`config.mk`:
```
export PLATFORM = sky130hd
export DESIGN_NAME = mc_control_unit
export DESIGN_NICKNAME = d
export VERILOG_FILES = /design/src/rtl/mc_ctrl_pkg.sv /design/src/rtl/mc_alu_dec.sv /design/src/rtl/mc_control_unit.sv
export SDC_FILE = /design/constraint.sdc
export NUM_CORES = 1
export LEC_CHECK = 0
export ABC_AREA = 1
export BUFFER_PORTS_ARGS = -buffer_cell sky130_fd_sc_hd__buf_4
export CORE_AREA = 2 2 66 68
export CTS_CLUSTER_DIAMETER = 80
export DETAILED_ROUTE_END_ITERATION = 10
export DIE_AREA = 0 0 68 70
export PLACE_DENSITY = 0.76
export SLEW_MARGIN = 20
export SYNTH_ARGS = -nofsm -noshare
export SYNTH_HDL_FRONTEND = slang
export SYNTH_SLANG_ARGS = --single-unit
```
`constraint.sdc`:
```
create_clock -name clk -period 1.85 [get_ports clk]
set_input_delay 0.2775 -clock clk [delete_from_list [all_inputs] [get_ports clk]]
set_output_delay 0.2775 -clock clk [all_outputs]
set_load 0.1 [all_outputs]
```
`src/rtl/mc_ctrl_pkg.sv`:
```
// Shared types and encodings for the multicycle RV32 control unit.
package mc_ctrl_pkg;

    typedef enum logic [4:0] {
        S_RESET     = 5'd0,
        S_FETCH     = 5'd1,
        S_DECODE    = 5'd2,
        S_EXEC_R    = 5'd3,
        S_EXEC_I    = 5'd4,
        S_WB_ALU    = 5'd5,
        S_BRANCH    = 5'd6,
        S_MEM_ADDR  = 5'd7,
        S_LOAD_MEM  = 5'd8,
        S_LOAD_WB   = 5'd9,
        S_STORE_MEM = 5'd10,
        S_LUI_WB    = 5'd11,
        S_JAL       = 5'd12,
        S_JALR      = 5'd13,
        S_TRAP      = 5'd14
    } state_e;

    typedef enum logic [3:0] {
        ALU_ADD  = 4'd0,
        ALU_SUB  = 4'd1,
        ALU_SLT  = 4'd2,
        ALU_SLTU = 4'd3,
        ALU_AND  = 4'd4,
        ALU_OR   = 4'd5,
        ALU_XOR  = 4'd6,
        ALU_SLL  = 4'd7,
        ALU_SRL  = 4'd8,
        ALU_SRA  = 4'd9
    } alu_op_e;

    // Which instruction class the funct decoder is interpreting.
    typedef enum logic [1:0] {
        DEC_R = 2'd0,
        DEC_I = 2'd1,
        DEC_B = 2'd2
    } dec_mode_e;

    localparam logic [6:0] OP_R      = 7'b0110011;
    localparam logic [6:0] OP_IMM    = 7'b0010011;
    localparam logic [6:0] OP_LOAD   = 7'b0000011;
    localparam logic [6:0] OP_STORE  = 7'b0100011;
    localparam logic [6:0] OP_BRANCH = 7'b1100011;
    localparam logic [6:0] OP_LUI    = 7'b0110111;
    localparam logic [6:0] OP_JAL    = 7'b1101111;
    localparam logic [6:0] OP_JALR   = 7'b1100111;

    localparam logic [1:0] PC_SRC_ALU    = 2'd0;
    localparam logic [1:0] PC_SRC_ALUOUT = 2'd1;
    localparam logic [1:0] PC_SRC_JALR   = 2'd2;

    localparam logic [1:0] WB_ALUOUT = 2'd0;
    localparam logic [1:0] WB_MDR    = 2'd1;
    localparam logic [1:0] WB_IMM    = 2'd2;
    localparam logic [1:0] WB_PC     = 2'd3;

    localparam logic [1:0] SRC_A_PC   = 2'd0;
    localparam logic [1:0] SRC_A_REG  = 2'd1;
    localparam logic [1:0] SRC_A_ZERO = 2'd2;

    localparam logic [1:0] SRC_B_REG  = 2'd0;
    localparam logic [1:0] SRC_B_FOUR = 2'd1;
    localparam logic [1:0] SRC_B_IMM  = 2'd2;

    localparam logic [1:0] SIZE_BYTE = 2'd0;
    localparam logic [1:0] SIZE_HALF = 2'd1;
    localparam logic [1:0] SIZE_WORD = 2'd2;

    // Debug code shown instead of S_TRAP when the flush variant is built.
    localparam logic [4:0] DBG_FLUSH = 5'h1F;

endpackage

```
`src/rtl/mc_alu_dec.sv`:
```
// Translates funct3/funct7 into an ALU operation and flags encodings we do not support.
module mc_alu_dec
    import mc_ctrl_pkg::*;
(
    input  dec_mode_e  mode_i,
    input  logic [2:0] funct3_i,
    input  logic [6:0] funct7_i,
    output alu_op_e    alu_op_o,
    output logic       illegal_o
);

    logic funct7Zero;
    logic funct7Alt;

    assign funct7Zero = (funct7_i == 7'b0000000);
    assign funct7Alt  = (funct7_i == 7'b0100000);

    // I-type immediates reuse the funct7 bits, so only shifts look at them there.
    always_comb begin
        alu_op_o  = ALU_ADD;
        illegal_o = 1'b0;
        if (mode_i == DEC_B) begin
            case (funct3_i)
                3'b000, 3'b001: alu_op_o = ALU_SUB;
                3'b100, 3'b101: alu_op_o = ALU_SLT;
                3'b110, 3'b111: alu_op_o = ALU_SLTU;
                default:        illegal_o = 1'b1;
            endcase
        end else begin
            case (funct3_i)
                3'b000:  alu_op_o = (mode_i == DEC_R && funct7_i[5]) ? ALU_SUB : ALU_ADD;
                3'b001:  alu_op_o = ALU_SLL;
                3'b010:  alu_op_o = ALU_SLT;
                3'b011:  alu_op_o = ALU_SLTU;
                3'b100:  alu_op_o = ALU_XOR;
                3'b101:  alu_op_o = funct7_i[5] ? ALU_SRA : ALU_SRL;
                3'b110:  alu_op_o = ALU_OR;
                default: alu_op_o = ALU_AND;
            endcase
            if (mode_i == DEC_R) begin
                illegal_o = !(funct7Zero ||
                              (funct7Alt && (funct3_i == 3'b000 || funct3_i == 3'b101)));
            end else begin
                illegal_o = (funct3_i == 3'b001 && !funct7Zero) ||
                            (funct3_i == 3'b101 && !(funct7Zero || funct7Alt));
            end
        end
    end

endmodule

```
`src/rtl/mc_control_unit.sv`:
```
// Multicycle RV32 controller: sequences datapath enables, selects and memory handshakes.
module mc_control_unit
    import mc_ctrl_pkg::*;
#(
    parameter int MEM_TIMEOUT   = 16,
    parameter int ENABLE_JUMPS  = 1,
    parameter int FLUSH_ON_TRAP = 0
) (
    input  logic        clk,
    input  logic        rst,
    input  logic [31:0] instr,
    input  logic        alu_zero,
    input  logic        alu_lt,
    input  logic        mem_ack,
    output logic        pc_write,
    output logic [1:0]  pc_src,
    output logic        ir_load,
    output logic        reg_a_load,
    output logic        reg_b_load,
    output logic        alu_out_load,
    output logic        mdr_load,
    output logic [1:0]  alu_src_a,
    output logic [1:0]  alu_src_b,
    output logic [3:0]  alu_op,
    output logic        mem_req,
    output logic        mem_we,
    output logic        mem_addr_sel,
    output logic [1:0]  mem_size,
    output logic        reg_write,
    output logic [1:0]  wb_sel,
    output logic        trap,
    output logic [4:0]  state_dbg
);

    localparam logic [7:0] TIMEOUT_CNT = 8'(MEM_TIMEOUT);
    localparam logic       JUMPS_ON    = (ENABLE_JUMPS != 0);
    localparam logic       FLUSH_DBG   = (FLUSH_ON_TRAP != 0);

    state_e     state_q, state_d;
    logic [7:0] wait_q, wait_d;
    logic       trap_q;

    logic [6:0] opcode;
    logic [2:0] funct3;
    logic [7:0] waitInc;
    logic       timeoutHit;
    logic       branchTaken;
    dec_mode_e  decMode;
    alu_op_e    decAluOp;
    logic       decIllegal;

    assign opcode     = instr[6:0];
    assign funct3     = instr[14:12];
    assign waitInc    = wait_q + 8'd1;
    assign timeoutHit = (waitInc == TIMEOUT_CNT);
    assign trap       = trap_q;
    assign state_dbg  = (FLUSH_DBG && state_q == S_TRAP) ? DBG_FLUSH : state_q;

    mc_alu_dec u_alu_dec (
        .mode_i    (decMode),
        .funct3_i  (funct3),
        .funct7_i  (instr[31:25]),
        .alu_op_o  (decAluOp),
        .illegal_o (decIllegal)
    );

    // Tell the funct decoder which instruction class the current state is executing.
    always_comb begin
        decMode = DEC_R;
        if (state_q == S_EXEC_I) decMode = DEC_I;
        else if (state_q == S_BRANCH) decMode = DEC_B;
    end

    // Branch condition from the ALU flags; the ALU was set up to compare rs1 with rs2.
    always_comb begin
        branchTaken = 1'b0;
        case (funct3)
            3'b000:         branchTaken = alu_zero;
            3'b001:         branchTaken = !alu_zero;
            3'b100, 3'b110: branchTaken = alu_lt;
            3'b101, 3'b111: branchTaken = !alu_lt;
            default:        branchTaken = 1'b0;
        endcase
    end

    // State register, memory wait counter and sticky trap flag.
    always_ff @(posedge clk) begin
        if (rst) begin
            state_q <= S_RESET;
            wait_q  <= '0;
            trap_q  <= 1'b0;
        end else begin
            state_q <= state_d;
            wait_q  <= wait_d;
            trap_q  <= trap_q | (state_d == S_TRAP);
        end
    end

    // Next state and datapath controls; the wait counter only survives while a state waits on memory.
    always_comb begin
        state_d      = state_q;
        wait_d       = '0;
        pc_write     = 1'b0;
        pc_src       = PC_SRC_ALU;
        ir_load      = 1'b0;
        reg_a_load   = 1'b0;
        reg_b_load   = 1'b0;
        alu_out_load = 1'b0;
        mdr_load     = 1'b0;
        alu_src_a    = SRC_A_PC;
        alu_src_b    = SRC_B_REG;
        alu_op       = ALU_ADD;
        mem_req      = 1'b0;
        mem_we       = 1'b0;
        mem_addr_sel = 1'b0;
        mem_size     = SIZE_BYTE;
        reg_write    = 1'b0;
        wb_sel       = WB_ALUOUT;
        case (state_q)
            S_RESET: state_d = S_FETCH;
            S_FETCH: begin
                mem_req   = 1'b1;
                mem_size  = SIZE_WORD;
                alu_src_a = SRC_A_PC;
                alu_src_b = SRC_B_FOUR;
                alu_op    = ALU_ADD;
                if (mem_ack) begin
                    ir_load  = 1'b1;
                    pc_write = 1'b1;
                    pc_src   = PC_SRC_ALU;
                    state_d  = S_DECODE;
                end else if (timeoutHit) begin
                    state_d = S_TRAP;
                end else begin
                    wait_d = waitInc;
                end
            end
            S_DECODE: begin
                reg_a_load   = 1'b1;
                reg_b_load   = 1'b1;
                alu_out_load = 1'b1;
                alu_src_b    = SRC_B_IMM;
                if (instr == 32'h0) begin
                    state_d = S_FETCH;
                end else begin
                    case (opcode)
                        OP_R:              state_d = S_EXEC_R;
                        OP_IMM:            state_d = S_EXEC_I;
                        OP_LOAD, OP_STORE: state_d = S_MEM_ADDR;
                        OP_BRANCH:         state_d = S_BRANCH;
                        OP_LUI:            state_d = S_LUI_WB;
                        OP_JAL:            state_d = JUMPS_ON ? S_JAL : S_TRAP;
                        OP_JALR:           state_d = JUMPS_ON ? S_JALR : S_TRAP;
                        default:           state_d = S_TRAP;
                    endcase
                end
            end
            S_EXEC_R, S_EXEC_I: begin
                alu_src_a    = SRC_A_REG;
                alu_src_b    = (state_q == S_EXEC_R) ? SRC_B_REG : SRC_B_IMM;
                alu_op       = decAluOp;
                alu_out_load = 1'b1;
                state_d      = (state_q == S_EXEC_R && decIllegal) ? S_TRAP : S_WB_ALU;
            end
            S_WB_ALU: begin
                reg_write = 1'b1;
                wb_sel    = WB_ALUOUT;
                state_d   = S_FETCH;
            end
            S_BRANCH: begin
                alu_src_a = SRC_A_REG;
                alu_src_b = SRC_B_REG;
                alu_op    = decAluOp;
                pc_src    = PC_SRC_ALUOUT;
                pc_write  = branchTaken && !decIllegal;
                state_d   = decIllegal ? S_TRAP : S_FETCH;
            end
            S_MEM_ADDR: begin
                alu_src_a    = SRC_A_REG;
                alu_src_b    = SRC_B_IMM;
                alu_out_load = 1'b1;
                state_d      = (opcode == OP_LOAD) ? S_LOAD_MEM : S_STORE_MEM;
            end
            S_LOAD_MEM, S_STORE_MEM: begin
                mem_req      = 1'b1;
                mem_we       = (state_q == S_STORE_MEM);
                mem_addr_sel = 1'b1;
                mem_size     = funct3[1:0];
                if (mem_ack) begin
                    mdr_load = (state_q == S_LOAD_MEM);
                    state_d  = (state_q == S_LOAD_MEM) ? S_LOAD_WB : S_FETCH;
                end else if (timeoutHit) begin
                    state_d = S_TRAP;
                end else begin
                    wait_d = waitInc;
                end
            end
            S_LOAD_WB: begin
                reg_write = 1'b1;
                wb_sel    = WB_MDR;
                state_d   = S_FETCH;
            end
            S_LUI_WB: begin
                reg_write = 1'b1;
                wb_sel    = WB_IMM;
                state_d   = S_FETCH;
            end
            S_JAL: begin
                reg_write = 1'b1;
                wb_sel    = WB_PC;
                pc_write  = 1'b1;
                pc_src    = PC_SRC_ALUOUT;
                state_d   = S_FETCH;
            end
            S_JALR: begin
                reg_write = 1'b1;
                wb_sel    = WB_PC;
                alu_src_a = SRC_A_REG;
                alu_src_b = SRC_B_IMM;
                pc_write  = 1'b1;
                pc_src    = PC_SRC_JALR;
                state_d   = S_FETCH;
            end
            S_TRAP:  state_d = S_TRAP;
            default: state_d = S_TRAP;
        endcase
    end

endmodule

```
==> results.yml, run 1 <==
floorplanning:
  fp-row-count: 24
  start_util: 0.376
  top_level_ports: 67
  die_width_microns: 68
  fp.dieH_microns: 70
  core_area_sq_um: 4140
  die_area_sq_um: 4760
timing:
  max_freq_mhz: 519
  hold_viol_final: 0
  fin_crit_ns: 1.93
  rsz0062_at_grt: "true"
  setup_ws_ns: -0.0752
  finClkSkew_ns: 0.00323
  period_share: 1.04
  fin_setup_tns_ns: -0.156
  slew_viol_final: 0
  whs_ns: 0.227
  setup_viol: 4
placement:
  gp_congestion: 0.977
  dp_hpwl_microns: 3920
  pre_cts_slack_ns: 0.0626
  io_buffers: 65
cts:
  cts_tree: "built"
  cts_sinks: 14
  hold_buffers: 0
  clock_path_buffers: 2
  numCtsBuffers: 3
  cts_root_buf: "clkbuf_8"
  clock_latency_ns: 0.24
  htree_levels: 1
  clk_pin_slew_ns: 0.06
routing:
  vias: 2039
  dr_wl_met2_microns: 2940
  post_drt_wl_per_cell_microns: 12.5
  drt_iter0_markers: 88
  totalWireLength_microns: 5340
  drc: 0
  viasPerCell: 4.76
  wl_met3_microns: 139
  topRoutingLayerUsed: "met4"
  met1_length_microns: 2240
  antenna_left: 0
  dr.pass1.iters: 4
power:
  p_leak_nw: 1.40
  power.density_nw_per_um2: 1380
  worst_ir_drop_vdd_v: 0.000777
critical_path:
  crit_required_ns: 1.57
  startpoint: "state_dbg[0]"
  cp.arrival_ns: 1.65
  critical_path_class: "reg -> out"
  crit_path_start_kind: "flop"
  r2r_start: "wait_q[1]"
  critical_path.max_fanout: 7
  end_kind: "output port"
logic_synthesis:
  synth_mux_area_frac: 0
  synth_compound_area_frac: 0.106
  synth-simple-area-share: 0.535
  synthesis.area_sq_um: 1560
  synth-adder-area-share: 0.0402
  ys_seq_elements: 14
  ys_seq_area_frac: 0.180
  avgSynthCellArea_sq_um: 5.54
  synth.top_cell.area_share: 0.180
  synth_top_cell_by_area: "dfxtp_1"
  synth-xor-area-share: 0.0113
  synth.distinct_cells: 27
  synth_area_leaders: "dfxtp_1 18%, nand2_1 16%, nor2_1 13%, inv_1 9.2%, nand3_1 7.1%"
  synth_top_family_by_area: "simple AND/OR/NAND/NOR gates"
  syn_inst: 281
  synth_warnings: 0
status:
  status: "finished, violations left"
  violations: "setup timing"
grt:
  grt_max_degree: 10
  grt_overflow: 0
  antenna_found_initial: 0
  grt_first_pass_wirelength_microns: 8110
  grt_pass1_vias: 1931
  gr-usage-all-layers: 0.215
flow_run:
  cap_violations: 0
cells_and_area:
  diodes: 0
  drive_above_1_share: 0.484
  syn_to_final_growth_pct: 81.0
  final_cell_mix: "76 x buf_4, 59 x nand2_1, 44 x nor2_1"
  final_common_cell: "buf_4"
  fin_nets: 420
min_path:
  min-delay-start: "rst"
  hp-class: "in -> reg"
==> cells by family (layout without fill, tap and decap cells) <==
logic type      after synthesis  in the layout
buf+inv                      48            142
flops                        14             14
other cells                   1              2
compound gates               30             30
xor+xnor                      2              2
simple gates                181            181
fa+ha+maj                     5              5
==> cell type report <==
| type | count | area [sq um] |
|---|---|---|
| timing repair buffer | 94 | 856 |
| multi-input combinational | 220 | 1360 |
| clock buffer | 3 | 41.3 |
| fill | 365 | 1330 |
| sequential | 14 | 302 |
| tap | 52 | 65.1 |
| inverter | 45 | 194 |
==> per-layer routing <==
metal / track usage / vias to the layer above
met5: 0 / -
met4: 0.0467 / 0
met3: 0.0274 / 4
met2: 0.380 / 33
met1: 0.270 / 918
li1: - / 1084
==> Yosys cell counts (all sizes together) <==
cell type and number:
a21oi 11, a31oi 3, buf 3, conb 1
dfxtp 14, ha 5, inv 45, nand2 77
nand3 28, nand3b 3, nand4 5, nor2 64
nor3 3, nor4 1, o211ai 2, o21ai 13
o31ai 1, xnor2 2
==> power by group <==
part,internal (mW),switching (mW),total (mW),leakage (nW)
clock network,0.144,0.0996,0.243,0.0216
registers,0.388,0.116,0.503,0.118
logic,0.964,2.17,3.14,1.26
total,1.49,2.39,3.88,1.40
==> registers in the layout (all words and copies together), names as in the netlist <==
register and count:
state_dbg 5, trap 1, wait_q 8
==> path summary, 6_finish.rpt <==
kind	slack, ns	depth (start not counted)	to
worst min register to register	0.46	2	trap
worst max-delay path	-0.08	11	alu_op[0]
worst max register to register	0.08	11	state_dbg[0]
worst min-delay path	0.23	2	trap
==> worst max-delay path, cell delays in order, from the launching register on <==
cell	delay, ns
dfxtp_4	0.40
inv_2	0.04
nand2_2	0.07
nor2_4	0.04
nand2_2	0.09
nand2_2	0.07
nand2_2	0.06
nand3_2	0.06
o211ai_1	0.11
o21ai_2	0.12
o21ai_4	0.15
buf_12	0.19
==> stage by stage <==
stage | area [sq um] | std cells | power (mW) | utilization
floorplan | 1740 | 282 | 2.56 | -
global placement | 2380 | 411 | 3.10 | 0.574
detailed placement | 2380 | 411 | 3.11 | 0.574
CTS | 2600 | 419 | 3.61 | 0.628
global route | 2820 | 428 | 4.05 | 0.680
finish | 2820 | 428 | 3.88 | 0.680
==> timing repair <==
action,4_1_cts,5_1_grt
gates resized for setup,40,43
endpoints found under the setup margin,12,20
buffers inserted,5,9
pin swaps,7,11
No activity file was read; power rests on OpenSTA's default activity.
==> run 2, diff against run 1 <==
- BUFFER_PORTS_ARGS: -buffer_cell sky130_fd_sc_hd__buf_4 -> -buffer_cell sky130_fd_sc_hd__buf_2
==> run 2 against run 1 <==
Compared with the run above: the run still ends with setup timing left; die area unchanged; cell area up 2.9%; via count rose by 3.1%; clock skew grew 0.0025 ns; sequential share of layout area shrank 0.30 points; highest routed layer unchanged; non-clock buffer count is the same.
==> results.yml, run 2 (synthesis results as in run 1) <==
timing:
  period_share: 1.07
  fin_crit_ns: 1.98
  max_freq_mhz: 506
  slew_viol_final: 0
  setup_viol: 7
  hold_viol_final: 0
  fin_setup_tns_ns: -0.406
  finClkSkew_ns: 0.00571
  setup_ws_ns: -0.128
  rsz0062_at_grt: "true"
  whs_ns: 0.247
floorplanning:
  top_level_ports: 67
  fp-row-count: 24
  die_width_microns: 68
  fp.dieH_microns: 70
  core_area_sq_um: 4140
  start_util: 0.376
  die_area_sq_um: 4760
critical_path:
  crit_required_ns: 1.57
  crit_path_start_kind: "flop"
  end_kind: "output port"
  cp.arrival_ns: 1.70
  critical_path.max_fanout: 7
  reg2reg_depth: 13
  critical_path_class: "reg -> out"
cells_and_area:
  largest_reg_flops: 8
  ff_latch_area_sq_um: 302
  multi_input_area_sq_um: 1360
  syn_to_final_growth_pct: 86.3
  final_common_cell: "nand2_1"
  final_cells: 429
  final_cell_mix: "60 x nand2_1, 46 x nor2_1, 42 x buf_2"
  largest_register: "wait_q"
  fin_nets: 420
  drive_above_1_share: 0.467
  diodes: 0
  fill_cells: 325
power:
  seq_power_share: 0.117
  combinationalPowerShare: 0.814
  power.density_nw_per_um2: 1460
  internal-power_mw: 1.75
  totalPowerFinal_mw: 4.24
  swShare: 0.588
  pwr-share-clk: 0.069
  p_leak_nw: 1.41
  worst_ir_drop_vdd_v: 0.00107
  p_sw_mw: 2.49
grt:
  grt_first_pass_wirelength_microns: 8290
  met3_usage: 0.0435
  grt_max_degree: 10
  grt_pass1_vias: 2006
  gr-usage-all-layers: 0.217
  antenna_found_initial: 0
  top_usage_layer: "met2"
  gr-usage-met1: 0.251
  grt_util_met2: 0.391
  grt_overflow: 0
routing:
  post_drt_wl_per_cell_microns: 12.5
  viasPerCell: 4.90
  dr.pass1.iters: 4
  antenna_left: 0
  drt_iter0_markers: 100
  vias: 2102
  totalWireLength_microns: 5360
  drc: 0
placement:
  gp_congestion: 0.918
  dp_hpwl_microns: 3950
  io_buffers: 65
  dp.cells: 401
cts:
  clock_latency_ns: 0.24
  cts_tree: "built"
  cts_sinks: 14
  cts_root_buf: "clkbuf_8"
  clk_pin_slew_ns: 0.06
  htree_levels: 1
  clock_path_buffers: 2
  numCtsBuffers: 3
min_path:
  hp-class: "in -> reg"
  min_path_cells: 2
status:
  status: "finished, violations left"
  violations: "setup timing"
flow_run:
  cap_violations: 0
==> run 2: stage by stage <==
| step | cell area, sq um | worst slack (ns) | util |
|---|---|---|---|
| 5_1_grt | 2900 | -0.183 | 0.700 |
| 3_3_place_gp | 2490 | 0.0726 | 0.600 |
| 3_5_place_dp | 2490 | 0.0482 | 0.600 |
| 4_1_cts | 2680 | -0.0727 | 0.646 |
| 6_report | 2900 | -0.128 | 0.700 |
| 2_1_floorplan | 1740 | -0.840 | - |
==> run 2: power by group through the flow <==
stage          clock (mW)  combinational [mW]  sequential, mW
2_1_floorplan           0                1.73           0.827
3_3_place_gp            0                2.85           0.485
3_5_place_dp            0                2.86           0.492
4_1_cts             0.300                3.05           0.500
5_1_grt             0.315                3.62           0.511
6_report            0.294                3.45           0.496
==> run 2: layout make-up <==
type / count / share of cell area
Tap cell: 52 / 0.0224
Clock buffer: 4 / 0.0190
Multi-Input combinational cell: 220 / 0.468
Timing Repair Buffer: 94 / 0.318
Sequential cell: 14 / 0.104
Inverter: 45 / 0.0686
==> run 2: final timing paths <==
kind	from	endpoint	slack (ns)
setup / recovery	state_dbg[4]	alu_out_load	-0.13
hold / removal	rst	trap	0.25
setup reg to reg	state_dbg[0]	trap	0
hold reg to reg	trap	trap	0.45
==> run 2: what timing repair did <==
| item | CTS | global route |
|---|---|---|
| setup buffers | 10 | 14 |
| hold buffers | 0 | 0 |
| gates resized for setup | 19 | 31 |
| pin swaps | 11 | 9 |
| gates cloned | 0 | 0 |
| endpoints found under the setup margin | 7 | 18 |
| hold endpoints to repair | 0 | 0 |
==> run 2: critical path, stage by stage (launching register included) <==
cell and delay (ns):
dfxtp_4 0.40, inv_1 0.14, nand3_4 0.12, buf_4 0.12
buf_6 0.10, nand2_1 0.06, nor2_1 0.21, inv_1 0.12
buf_12 0.18
==> run 2: layer usage <==
metal	vias to the layer above	share of wire	wire, microns
met5	-	0	0
met4	0	0.011	61
met3	8	0.047	251
met2	61	0.54	2890
met1	955	0.40	2160
li1	1078	-	-
